### src/rtl/risc_v_mc_controller.sv
// Multi-cycle RISC-V control unit.
// A Moore state machine sequences each instruction through fetch, decode,
// execute and write-back steps. It drives the datapath multiplexer selects,
// the ALU operation and the write strobes. Undecodable instructions park the
// controller in TRAP until reset.
module risc_v_mc_controller #(
    parameter bit MEM_HS      = 1'b0,
    parameter bit FULL_BRANCH = 1'b1
) (
    input  logic       clk,
    input  logic       rst,
    input  logic [6:0] op,
    input  logic [2:0] func3,
    input  logic       func7,
    input  logic       zero,
    input  logic       neg,
    input  logic       mem_ready,
    output logic       PCWrite,
    output logic       IRWrite,
    output logic       adrSrc,
    output logic       memWrite,
    output logic       regWrite,
    output logic [1:0] ALUSrcA,
    output logic [1:0] ALUSrcB,
    output logic [1:0] resultSrc,
    output logic [2:0] ALUControl,
    output logic [2:0] immSrc,
    output logic       illegal
);

    typedef enum logic [3:0] {
        S_FETCH, S_DECODE, S_MEMADR, S_MEMREAD, S_MEMWB, S_MEMWRITE,
        S_EXEC_R, S_EXEC_I, S_ALUWB, S_BRANCH, S_JAL, S_JALR_EXE,
        S_JALR_PC, S_LUI, S_TRAP
    } state_t;

    localparam logic [6:0] OP_LOAD   = 7'b0000011;
    localparam logic [6:0] OP_STORE  = 7'b0100011;
    localparam logic [6:0] OP_R      = 7'b0110011;
    localparam logic [6:0] OP_I      = 7'b0010011;
    localparam logic [6:0] OP_BRANCH = 7'b1100011;
    localparam logic [6:0] OP_JAL    = 7'b1101111;
    localparam logic [6:0] OP_JALR   = 7'b1100111;
    localparam logic [6:0] OP_LUI    = 7'b0110111;

    localparam logic [2:0] ALU_ADD = 3'b000;
    localparam logic [2:0] ALU_SUB = 3'b001;
    localparam logic [2:0] ALU_AND = 3'b010;
    localparam logic [2:0] ALU_OR  = 3'b011;
    localparam logic [2:0] ALU_SLT = 3'b100;
    localparam logic [2:0] ALU_XOR = 3'b101;

    localparam logic [2:0] IMM_I = 3'b000;
    localparam logic [2:0] IMM_S = 3'b001;
    localparam logic [2:0] IMM_B = 3'b010;
    localparam logic [2:0] IMM_J = 3'b011;
    localparam logic [2:0] IMM_U = 3'b100;

    state_t     state_q, state_d;
    logic       illegal_q, illegal_d;

    logic       mem_go;
    logic [2:0] alu_r_op, alu_i_op;
    logic       alu_legal;
    logic       br_legal, br_take;

    logic       pc_write_c, ir_write_c, adr_src_c, mem_write_c, reg_write_c;
    logic [1:0] alu_src_a_c, alu_src_b_c, result_src_c;
    logic [2:0] alu_ctrl_c, imm_src_c;

    // Memory-holding states advance only on handshake when MEM_HS is set.
    assign mem_go = !MEM_HS || mem_ready;

    // Arithmetic func3 decode shared by register and immediate forms.
    always_comb begin
        alu_r_op  = ALU_ADD;
        alu_i_op  = ALU_ADD;
        alu_legal = 1'b1;
        case (func3)
            3'b000: begin
                alu_r_op = func7 ? ALU_SUB : ALU_ADD;
                alu_i_op = ALU_ADD;
            end
            3'b111: begin alu_r_op = ALU_AND; alu_i_op = ALU_AND; end
            3'b110: begin alu_r_op = ALU_OR;  alu_i_op = ALU_OR;  end
            3'b010: begin alu_r_op = ALU_SLT; alu_i_op = ALU_SLT; end
            3'b100: begin alu_r_op = ALU_XOR; alu_i_op = ALU_XOR; end
            default: alu_legal = 1'b0;
        endcase
    end

    // Branch condition decode; blt/bge exist only in the full branch set.
    always_comb begin
        br_legal = 1'b0;
        br_take  = 1'b0;
        case (func3)
            3'b000: begin br_legal = 1'b1;        br_take = zero;  end
            3'b001: begin br_legal = 1'b1;        br_take = !zero; end
            3'b100: begin br_legal = FULL_BRANCH; br_take = neg;   end
            3'b101: begin br_legal = FULL_BRANCH; br_take = !neg;  end
            default: begin br_legal = 1'b0;       br_take = 1'b0;  end
        endcase
    end

    // Next-state and per-state output decode.
    always_comb begin
        state_d      = state_q;
        pc_write_c   = 1'b0;
        ir_write_c   = 1'b0;
        adr_src_c    = 1'b0;
        mem_write_c  = 1'b0;
        reg_write_c  = 1'b0;
        alu_src_a_c  = 2'b00;
        alu_src_b_c  = 2'b00;
        result_src_c = 2'b00;
        alu_ctrl_c   = ALU_ADD;
        imm_src_c    = IMM_I;
        case (state_q)
            S_FETCH: begin
                alu_src_a_c  = 2'b00;
                alu_src_b_c  = 2'b10;
                result_src_c = 2'b10;
                alu_ctrl_c   = ALU_ADD;
                if (mem_go) begin
                    ir_write_c = 1'b1;
                    pc_write_c = 1'b1;
                    state_d    = S_DECODE;
                end
            end
            S_DECODE: begin
                alu_src_a_c = 2'b01;
                alu_src_b_c = 2'b01;
                imm_src_c   = (op == OP_JAL) ? IMM_J : IMM_B;
                case (op)
                    OP_LOAD, OP_STORE: state_d = S_MEMADR;
                    OP_R:              state_d = S_EXEC_R;
                    OP_I:              state_d = S_EXEC_I;
                    OP_BRANCH:         state_d = S_BRANCH;
                    OP_JAL:            state_d = S_JAL;
                    OP_JALR:           state_d = S_JALR_EXE;
                    OP_LUI:            state_d = S_LUI;
                    default:           state_d = S_TRAP;
                endcase
            end
            S_MEMADR: begin
                alu_src_a_c = 2'b10;
                alu_src_b_c = 2'b01;
                if (op == OP_LOAD) begin
                    imm_src_c = IMM_I;
                    state_d   = S_MEMREAD;
                end else begin
                    imm_src_c = IMM_S;
                    state_d   = S_MEMWRITE;
                end
            end
            S_MEMREAD: begin
                adr_src_c = 1'b1;
                if (mem_go) state_d = S_MEMWB;
            end
            S_MEMWB: begin
                result_src_c = 2'b01;
                reg_write_c  = 1'b1;
                state_d      = S_FETCH;
            end
            S_MEMWRITE: begin
                adr_src_c   = 1'b1;
                mem_write_c = 1'b1;
                if (mem_go) state_d = S_FETCH;
            end
            S_EXEC_R: begin
                alu_src_a_c = 2'b10;
                alu_src_b_c = 2'b00;
                if (alu_legal) begin
                    alu_ctrl_c = alu_r_op;
                    state_d    = S_ALUWB;
                end else begin
                    state_d    = S_TRAP;
                end
            end
            S_EXEC_I: begin
                alu_src_a_c = 2'b10;
                alu_src_b_c = 2'b01;
                imm_src_c   = IMM_I;
                if (alu_legal) begin
                    alu_ctrl_c = alu_i_op;
                    state_d    = S_ALUWB;
                end else begin
                    state_d    = S_TRAP;
                end
            end
            S_ALUWB: begin
                reg_write_c = 1'b1;
                state_d     = S_FETCH;
            end
            S_BRANCH: begin
                alu_src_a_c = 2'b10;
                alu_src_b_c = 2'b00;
                alu_ctrl_c  = ALU_SUB;
                pc_write_c  = br_legal && br_take;
                state_d     = br_legal ? S_FETCH : S_TRAP;
            end
            S_JAL: begin
                alu_src_a_c = 2'b01;
                alu_src_b_c = 2'b10;
                pc_write_c  = 1'b1;
                state_d     = S_ALUWB;
            end
            S_JALR_EXE: begin
                alu_src_a_c = 2'b10;
                alu_src_b_c = 2'b01;
                imm_src_c   = IMM_I;
                state_d     = S_JALR_PC;
            end
            S_JALR_PC: begin
                alu_src_a_c = 2'b01;
                alu_src_b_c = 2'b10;
                pc_write_c  = 1'b1;
                state_d     = S_ALUWB;
            end
            S_LUI: begin
                imm_src_c    = IMM_U;
                result_src_c = 2'b11;
                reg_write_c  = 1'b1;
                state_d      = S_FETCH;
            end
            S_TRAP: begin
                state_d = S_TRAP;
            end
            default: begin
                state_d = S_TRAP;
            end
        endcase
    end

    assign illegal_d = (state_d == S_TRAP);

    // State and trap flag registers; reset restarts at FETCH.
    always_ff @(posedge clk or posedge rst) begin
        if (rst) begin
            state_q   <= S_FETCH;
            illegal_q <= 1'b0;
        end else begin
            state_q   <= state_d;
            illegal_q <= illegal_d;
        end
    end

    // Write strobes are masked while reset is held so nothing is captured
    // at the edge that follows reset assertion.
    assign PCWrite    = pc_write_c  & ~rst;
    assign IRWrite    = ir_write_c  & ~rst;
    assign memWrite   = mem_write_c & ~rst;
    assign regWrite   = reg_write_c & ~rst;
    assign adrSrc     = adr_src_c;
    assign ALUSrcA    = alu_src_a_c;
    assign ALUSrcB    = alu_src_b_c;
    assign resultSrc  = result_src_c;
    assign ALUControl = alu_ctrl_c;
    assign immSrc     = imm_src_c;
    assign illegal    = illegal_q;

endmodule

### config.mk
export PLATFORM = sky130hd
export DESIGN_NAME = risc_v_mc_controller
export DESIGN_NICKNAME = d
export VERILOG_FILES = /design/src/rtl/risc_v_mc_controller.sv
export SDC_FILE = /design/constraint.sdc
export NUM_CORES = 1
export LEC_CHECK = 0
export BUFFER_PORTS_ARGS = -buffer_cell sky130_fd_sc_hd__buf_2
export CORE_MARGIN = 4
export CORE_UTILIZATION = 45
export CTS_BUF_LIST = sky130_fd_sc_hd__clkbuf_16
export DETAILED_ROUTE_END_ITERATION = 8
export PLACE_DENSITY = 0.78
export SKIP_LAST_GASP = 1
export SLEW_MARGIN = 10
export SYNTH_ARGS = -nofsm -noshare
export SYNTH_HDL_FRONTEND = slang
export SYNTH_SLANG_ARGS = --single-unit
### constraint.sdc
create_clock -name clk -period 1.8 [get_ports clk]
set_clock_uncertainty 0.05 [all_clocks]
set_input_delay 0.09 -clock clk [delete_from_list [all_inputs] [get_ports clk]]
set_output_delay 0.09 -clock clk [all_outputs]
set_load 0.03 [all_outputs]
After elaboration in Yosys (flattened, before gate mapping)
Index checks and enable logic that the tools add are counted.
{"block": "word_totals", "reg_bits": 5, "latch_bits": 0, "ramBits": 0, "mem_bits_ro": 0, "output_inout_bits": 18, "word_cells": 77, "memories": 0}
{"block": "classes", "addsub": 0, "n_mul": 0, "n_div": 0, "n_lt_le_gt_ge": 0, "eq_ne": 28, "shift": 0, "n_mux": 25, "bitwise": 5, "reduce_logical": 17}
{"operator": "4-bit one-hot mux with 9 select lines", "count": 1}
{"operator": "4-bit equality test (second input constant)", "count": 7}
{"operator": "4-bit one-hot mux with 7 select lines", "count": 1}
{"operator": "7-bit by 6-bit equality test with 1-bit output (second input constant)", "count": 3}
{"operator": "7-bit equality test (second input constant)", "count": 3}
{"operator": "3-bit one-hot mux with 3 select lines", "count": 2}
{"operator": "4-bit by 3-bit equality test with 1-bit output (second input constant)", "count": 4}
{"operator": "3-bit one-hot mux with 5 select lines", "count": 1}
{"operator": "3-bit equality test (second input constant)", "count": 4}
{"operator": "3-bit 2-to-1 mux", "count": 4}
{"operator": "3-bit one-hot mux with 4 select lines", "count": 1}
{"operator": "4-bit OR reduction", "count": 3}
{"operator": "5-bit OR reduction", "count": 2}
{"operator": "1-bit 2-to-1 mux", "count": 9}
{"operator": "3-bit OR reduction", "count": 3}
{"operator": "4-bit by 2-bit equality test with 1-bit output (second input constant)", "count": 2}
{"operator": "2-bit one-hot mux with 2 select lines", "count": 2}
{"operator": "2-bit OR reduction", "count": 4}
{"operator": "7-bit by 2-bit equality test with 1-bit output (second input constant)", "count": 1}
{"operator": "7-bit by 5-bit equality test with 1-bit output (second input constant)", "count": 1}
{"operator": "2-bit one-hot mux with 3 select lines", "count": 1}
{"operator": "1-bit bitwise AND", "count": 4}
{"operator": "4-bit by 1-bit equality test with 1-bit output (second input constant)", "count": 1}
{"operator": "4-bit zero test", "count": 1}
{"operator": "9 further kinds", "count": 10}

Logic depth before layout (Yosys ltp)
{"block": "depth", "word_depth": 6, "depth_mapped": 6}

Least setup slack after synthesis
OpenSTA, ideal clock, no wires.
{"block": "synth_path", "path_type": "reg-to-output", "startpoint": "register state_q[1]", "endpoint": "output port PCWrite", "arrival_ns": 2.036, "required_ns": 1.660, "path_slack_ns": -0.376, "path_stages_with_launch": 6, "n_path_buf": 1, "path_cell_list": "dfrtp_1 buf_2 xnor2_1 a211oi_1 a21oi_1 nor2_1"}
{"block": "synth_between", "elab_chain_cells": 4, "word_cells_on_any_way": 7, "cone_classes": "3 x eq/ne; 1 x mux; 1 x bitwise; 2 x reduce/logical"}
{"item": "from (decl)", "line_no": "59", "text": "state_t state_q, state_d;"}
{"item": "from (signal assigned)", "line_no": "243", "text": "state_q <= state_d;"}
{"item": "4-bit equality test / 4-bit zero test (equally long branches)", "line_no": "118", "text": "case (state_q)"}
{"item": "3-bit OR reduction (no source line)"}
{"item": "1-bit one-hot mux with 2 select lines (*)", "line_no": "118"}
{"item": "1-bit bitwise AND (*)", "line_no": "250", "text": "assign PCWrite = pc_write_c & ~rst;"}
{"item": "to (decl)", "line_no": "18", "text": "output logic PCWrite,"}
Mark *: on every way between the ends. The rest lies on a longest branch, timed or not.

Worst setup path in the final report
{"block": "layout_path", "startpoint": "register state_q[1]", "endpoint": "output port immSrc[0]"}
{"block": "layout_between", "elab_chain_cells": 2, "word_cells_on_any_way": 4, "cone_classes": "3 x eq/ne; 1 x mux"}
{"item": "4-bit equality test, or another cell as far along", "line_no": "118"}
{"item": "3-bit one-hot mux with 3 select lines (*)", "line_no": "118"}
{"item": "to (decl)", "line_no": "27", "text": "output logic [2:0] immSrc,"}
Marks and branches as above.

==> impl_summary.md <==
Yosys
Sorting the synthesized cells by how often they occur yields sky130_fd_sc_hd__nand2_1, sky130_fd_sc_hd__nor2_1, sky130_fd_sc_hd__nor3_1, sky130_fd_sc_hd__a21oi_1, sky130_fd_sc_hd__o21ai_0. When the netlist entered floorplanning its net count stood at around 120. The main combinational cell family by area after synthesis is simple AND/OR/NAND/NOR gates.

The share of flip-flops with an asynchronous set or reset after synthesis is 1.00. In this run, synthesis produced a sequential element count of 5. Each instance of the synthesized netlist takes up on average 6.81 sq um. The most common flop cell mapped by yosys is sky130_fd_sc_hd__dfrtp_1. The arithmetic-cell share of the synthesized area counting full adders, half adders and majority gates is 0. The cell taking the most area after synthesis is sky130_fd_sc_hd__dfrtp_1. The number of enable flip-flop cells after synthesis is 0. The compound-cell area share of the yosys netlist was 0.242.

Of the post-synthesis cell area, the dominant cell type holds 0.182. The post-synthesis instance area is 688 sq um. The post-synthesis instance total is 101. By area the synthesized netlist is led by sky130_fd_sc_hd__dfrtp_1, sky130_fd_sc_hd__nor3_1, sky130_fd_sc_hd__nand2_1. Measured against the total synthesized area, the mux share comes to 0.0145. sky130_fd_sc_hd__nand2_1 is the most common cell in the netlist.

The number of distinct standard cells referenced by the synthesized netlist is 36. The simple-gate share of the synthesized area is 0.433. The sequential cell area fraction in the yosys report is 0.182. Of the total synthesized cell area, the portion taken by XOR and XNOR cells is 0.0509.

During synthesis, Yosys emitted a total of 0 warnings.

Worst setup path
The data arrival time at the worst-slack endpoint is 1680 ps. The worst setup path is launched from a flip-flop. The family with the most delay on the worst path is simple AND/OR/NAND/NOR gates. The data required time of the worst path is 1660 ps.

In this run the worst path has a maximum fanout of 2. The worst setup path is captured at an output pin. In this design, the stage delay of the slowest critical-path cell is between 300 and 400 ps.

The cell that appears most often on the critical path is sky130_fd_sc_hd__or3_4. Traced cell by cell, the critical path runs through nand2b_1 -> or3_4 -> or3_4 -> o21bai_4 -> buf_6. The setup path with the least slack is of type reg -> out. Counting both buffers and inverters, the worst setup path holds a total of 1.

The cell type of the slowest stage on the worst timing path is sky130_fd_sc_hd__dfrtp_1.

Routing
In the final routed layout, each cell accounts on average for 13.8 um. The detailed-route via count is 884. The number of DRC violations after detailed routing is 0. The violation count after the first detailed-route iteration is 21. The via-per-instance ratio is approximately 5.7. The number of iterations in the first detailed-routing pass is 6.

The count of nets left with antenna violations once routing finished came out at 0. The routed design has 2160 um of wire.

CTS
In this run the number of H-tree levels came out at 1. TritonCTS created 3 clock buffers. The clock reaches the later pin of the worst-skew pair after 230 ps. After clock tree synthesis, the clock-pin slew on the worst setup and hold paths is 30 ps.

The clock tree from TritonCTS is built. The buffer depth of the longest clock path is 2. The master cell of the clock root buffer is sky130_fd_sc_hd__clkbuf_16. The number of clock sinks is 5.

Timing
The count of endpoints failing hold in the final timing report is 0. Setup violations remaining at the end of the flow were counted as 1. The post-layout worst setup margin is -21.0 ps. The maximum operating frequency is 549 MHz. The number of pins exceeding their max-slew limit in the final report is 0. The headroom to the max-slew limit is 0.791.

The final period demand of the worst path is 1820 ps. The slew of the pin with the lowest slew margin is 313 ps. Setup repair after global routing could not meet its margin everywhere. The period utilization is 1.01.

Die
Measured along the x axis, the die boundary spans 47.1 um. The floorplan step set the die height to 47.1 um. The floorplan has 13 rows. The initial utilization of the core area, before any placement, comes to 0.504.

The number of placed I/O pins is 34. The total area inside the core boundary comes to 1370 sq um. The die covers 2220 sq um.

Finish
The antenna cell count is 0. The area growth from synthesis to layout is 54.5%. Once layout is complete, the cells apart from fillers number 156. The fraction of layout instances using a drive strength above 1 is 0.418. The final net count is 158.

Pwr
Summed over all nets, the switching power comes to just under 1 mW. Across the VDD grid, the largest voltage drop is around 1.3 mV. Of the total power, registers draw 0.097. The fraction of power consumed by combinational cells is 0.715. Summing internal, switching and leakage power gives between 1.5 and 2 mW. The share of total power dissipated in the clock network is 0.188.

In this run the power density over the cells is 1840 nW/um^2. Of the total power, the share spent switching nets is 0.501. The cell leakage power is 0.497 nW. The cell-internal power is 977 uW.

Min path
The kind of path behind the tightest hold check is in -> reg.

Status
The final reports fail on setup timing. The flow ran to the end, but the final reports show violations.

Global route
The maximum number of pins on one net before global-route repair is 20. The via count of the first global-routing pass is 724. The first-pass GRT wire length is 3350 um. In the global route stage, overall resource usage came out at 0.211.

The global route total overflow is 0. The initial antenna violation count is 0.

Placement
Including well taps, the total number of placed cells is 149. The congestion estimate from routability-driven global placement came to 0.777. The number of buffer cells added on primary ports is 32.

The detailed placement HPWL is 1550 um.

Run
The count of maximum capacitance violations is 0.
layer usage:
layer	GRT usage	share of wire
met5	0	0
met4	0.0497	0.013
met3	0.0115	0.076
met2	0.379	0.49
met1	0.274	0.42
registers in the layout, indices dropped and copies added (netlist names):
name     cells
state_q      4
illegal      1
layout make-up:
type / count / area, sq um
clock buffers: 3 / 75.1
well taps: 15 / 18.8
fillers: 103 / 303
multi-input cells: 85 / 566
inverters: 4 / 18.8
repair buffers: 43 / 256
clock inverters: 1 / 3.75
flip-flops and latches: 5 / 125
placed cells by master, fill, tap and decap left out, types with 2 or more instances in the layout:
cell                        count
sky130_fd_sc_hd__buf_4         12
sky130_fd_sc_hd__inv_1          4
sky130_fd_sc_hd__nand3_1        4
sky130_fd_sc_hd__nand2b_1       3
sky130_fd_sc_hd__a31oi_1        2
sky130_fd_sc_hd__nor2b_1        4
sky130_fd_sc_hd__nor3_1         9
sky130_fd_sc_hd__a21oi_1        7
sky130_fd_sc_hd__o21ai_0        6
sky130_fd_sc_hd__nor2_1        10
sky130_fd_sc_hd__nand2_1       11
sky130_fd_sc_hd__buf_2         29
sky130_fd_sc_hd__xnor2_1        3
sky130_fd_sc_hd__dfrtp_1        5
sky130_fd_sc_hd__clkbuf_16      3
sky130_fd_sc_hd__nor3b_2        2
sky130_fd_sc_hd__a22oi_1        2
sky130_fd_sc_hd__or3_4          3
sky130_fd_sc_hd__o22ai_1        2
metrics by stage:
| stage | cell area (sq um) | hold WS [ps] | setup TNS [ps] | worst slack [ps] | utilization |
|---|---|---|---|---|---|
| 2_1_floorplan | 711 | -176 | -68.8 | -68.8 | - |
| 3_3_place_gp | 911 | -17.7 | 0 | 155 | 0.667 |
| 3_5_place_dp | 911 | -10.1 | 0 | 130 | 0.667 |
| 4_1_cts | 1020 | 163 | -15.8 | -15.8 | 0.750 |
| 5_1_grt | 1060 | 187 | -152 | -78.7 | 0.778 |
| 6_report | 1060 | 176 | -21.0 | -21.0 | 0.778 |
worst min-delay path: cells and delay by family:
family / cells / cell delay [ps]
AOI/OAI and AO/OA: 1 / 120
buffers and inverters: 1 / 130
and+or+nand+nor: 1 / 80
power by group through the flow:
stage	Combinational (mW)	Sequential (mW)	Clock, mW
2_1_floorplan	0.940	0.192	0
3_3_place_gp	1.27	0.188	0
3_5_place_dp	1.29	0.188	0
4_1_cts	1.32	0.188	0.366
5_1_grt	1.52	0.198	0.371
6_report	1.40	0.190	0.367
logic make-up after synthesis:
group	count (synthesis)
XOR/XNOR	4
buffers and inverters	11
AO/OA/AOI/OAI	27
AND/OR/NAND/NOR	53
flip-flops	5
multiplexers	1
repair_timing:
item / CTS / global route
resized for setup: 5 / 7
endpoints found under the hold margin: 5 / 0
buffers inserted: 0 / 2
setup endpoints to repair: 1 / 5
hold buffers: 1 / 0
pin swaps: 1 / 1
path summary, 6_finish.rpt:
| kind | from | end | slack (ps) | depth (start not counted) |
|---|---|---|---|---|
| max reg2reg | state_q[0] | illegal | 170 | 6 |
| min | func3[0] | state_q[2] | 180 | 3 |
| max | state_q[1] | immSrc[0] | -20 | 5 |
| min in group asynchronous | rst | state_q[0] | 340 | 3 |
| min reg2reg | state_q[2] | state_q[0] | 580 | 2 |
| max in group asynchronous | rst | state_q[1] | 1170 | 3 |
Power figures use the tool's default switching activity.
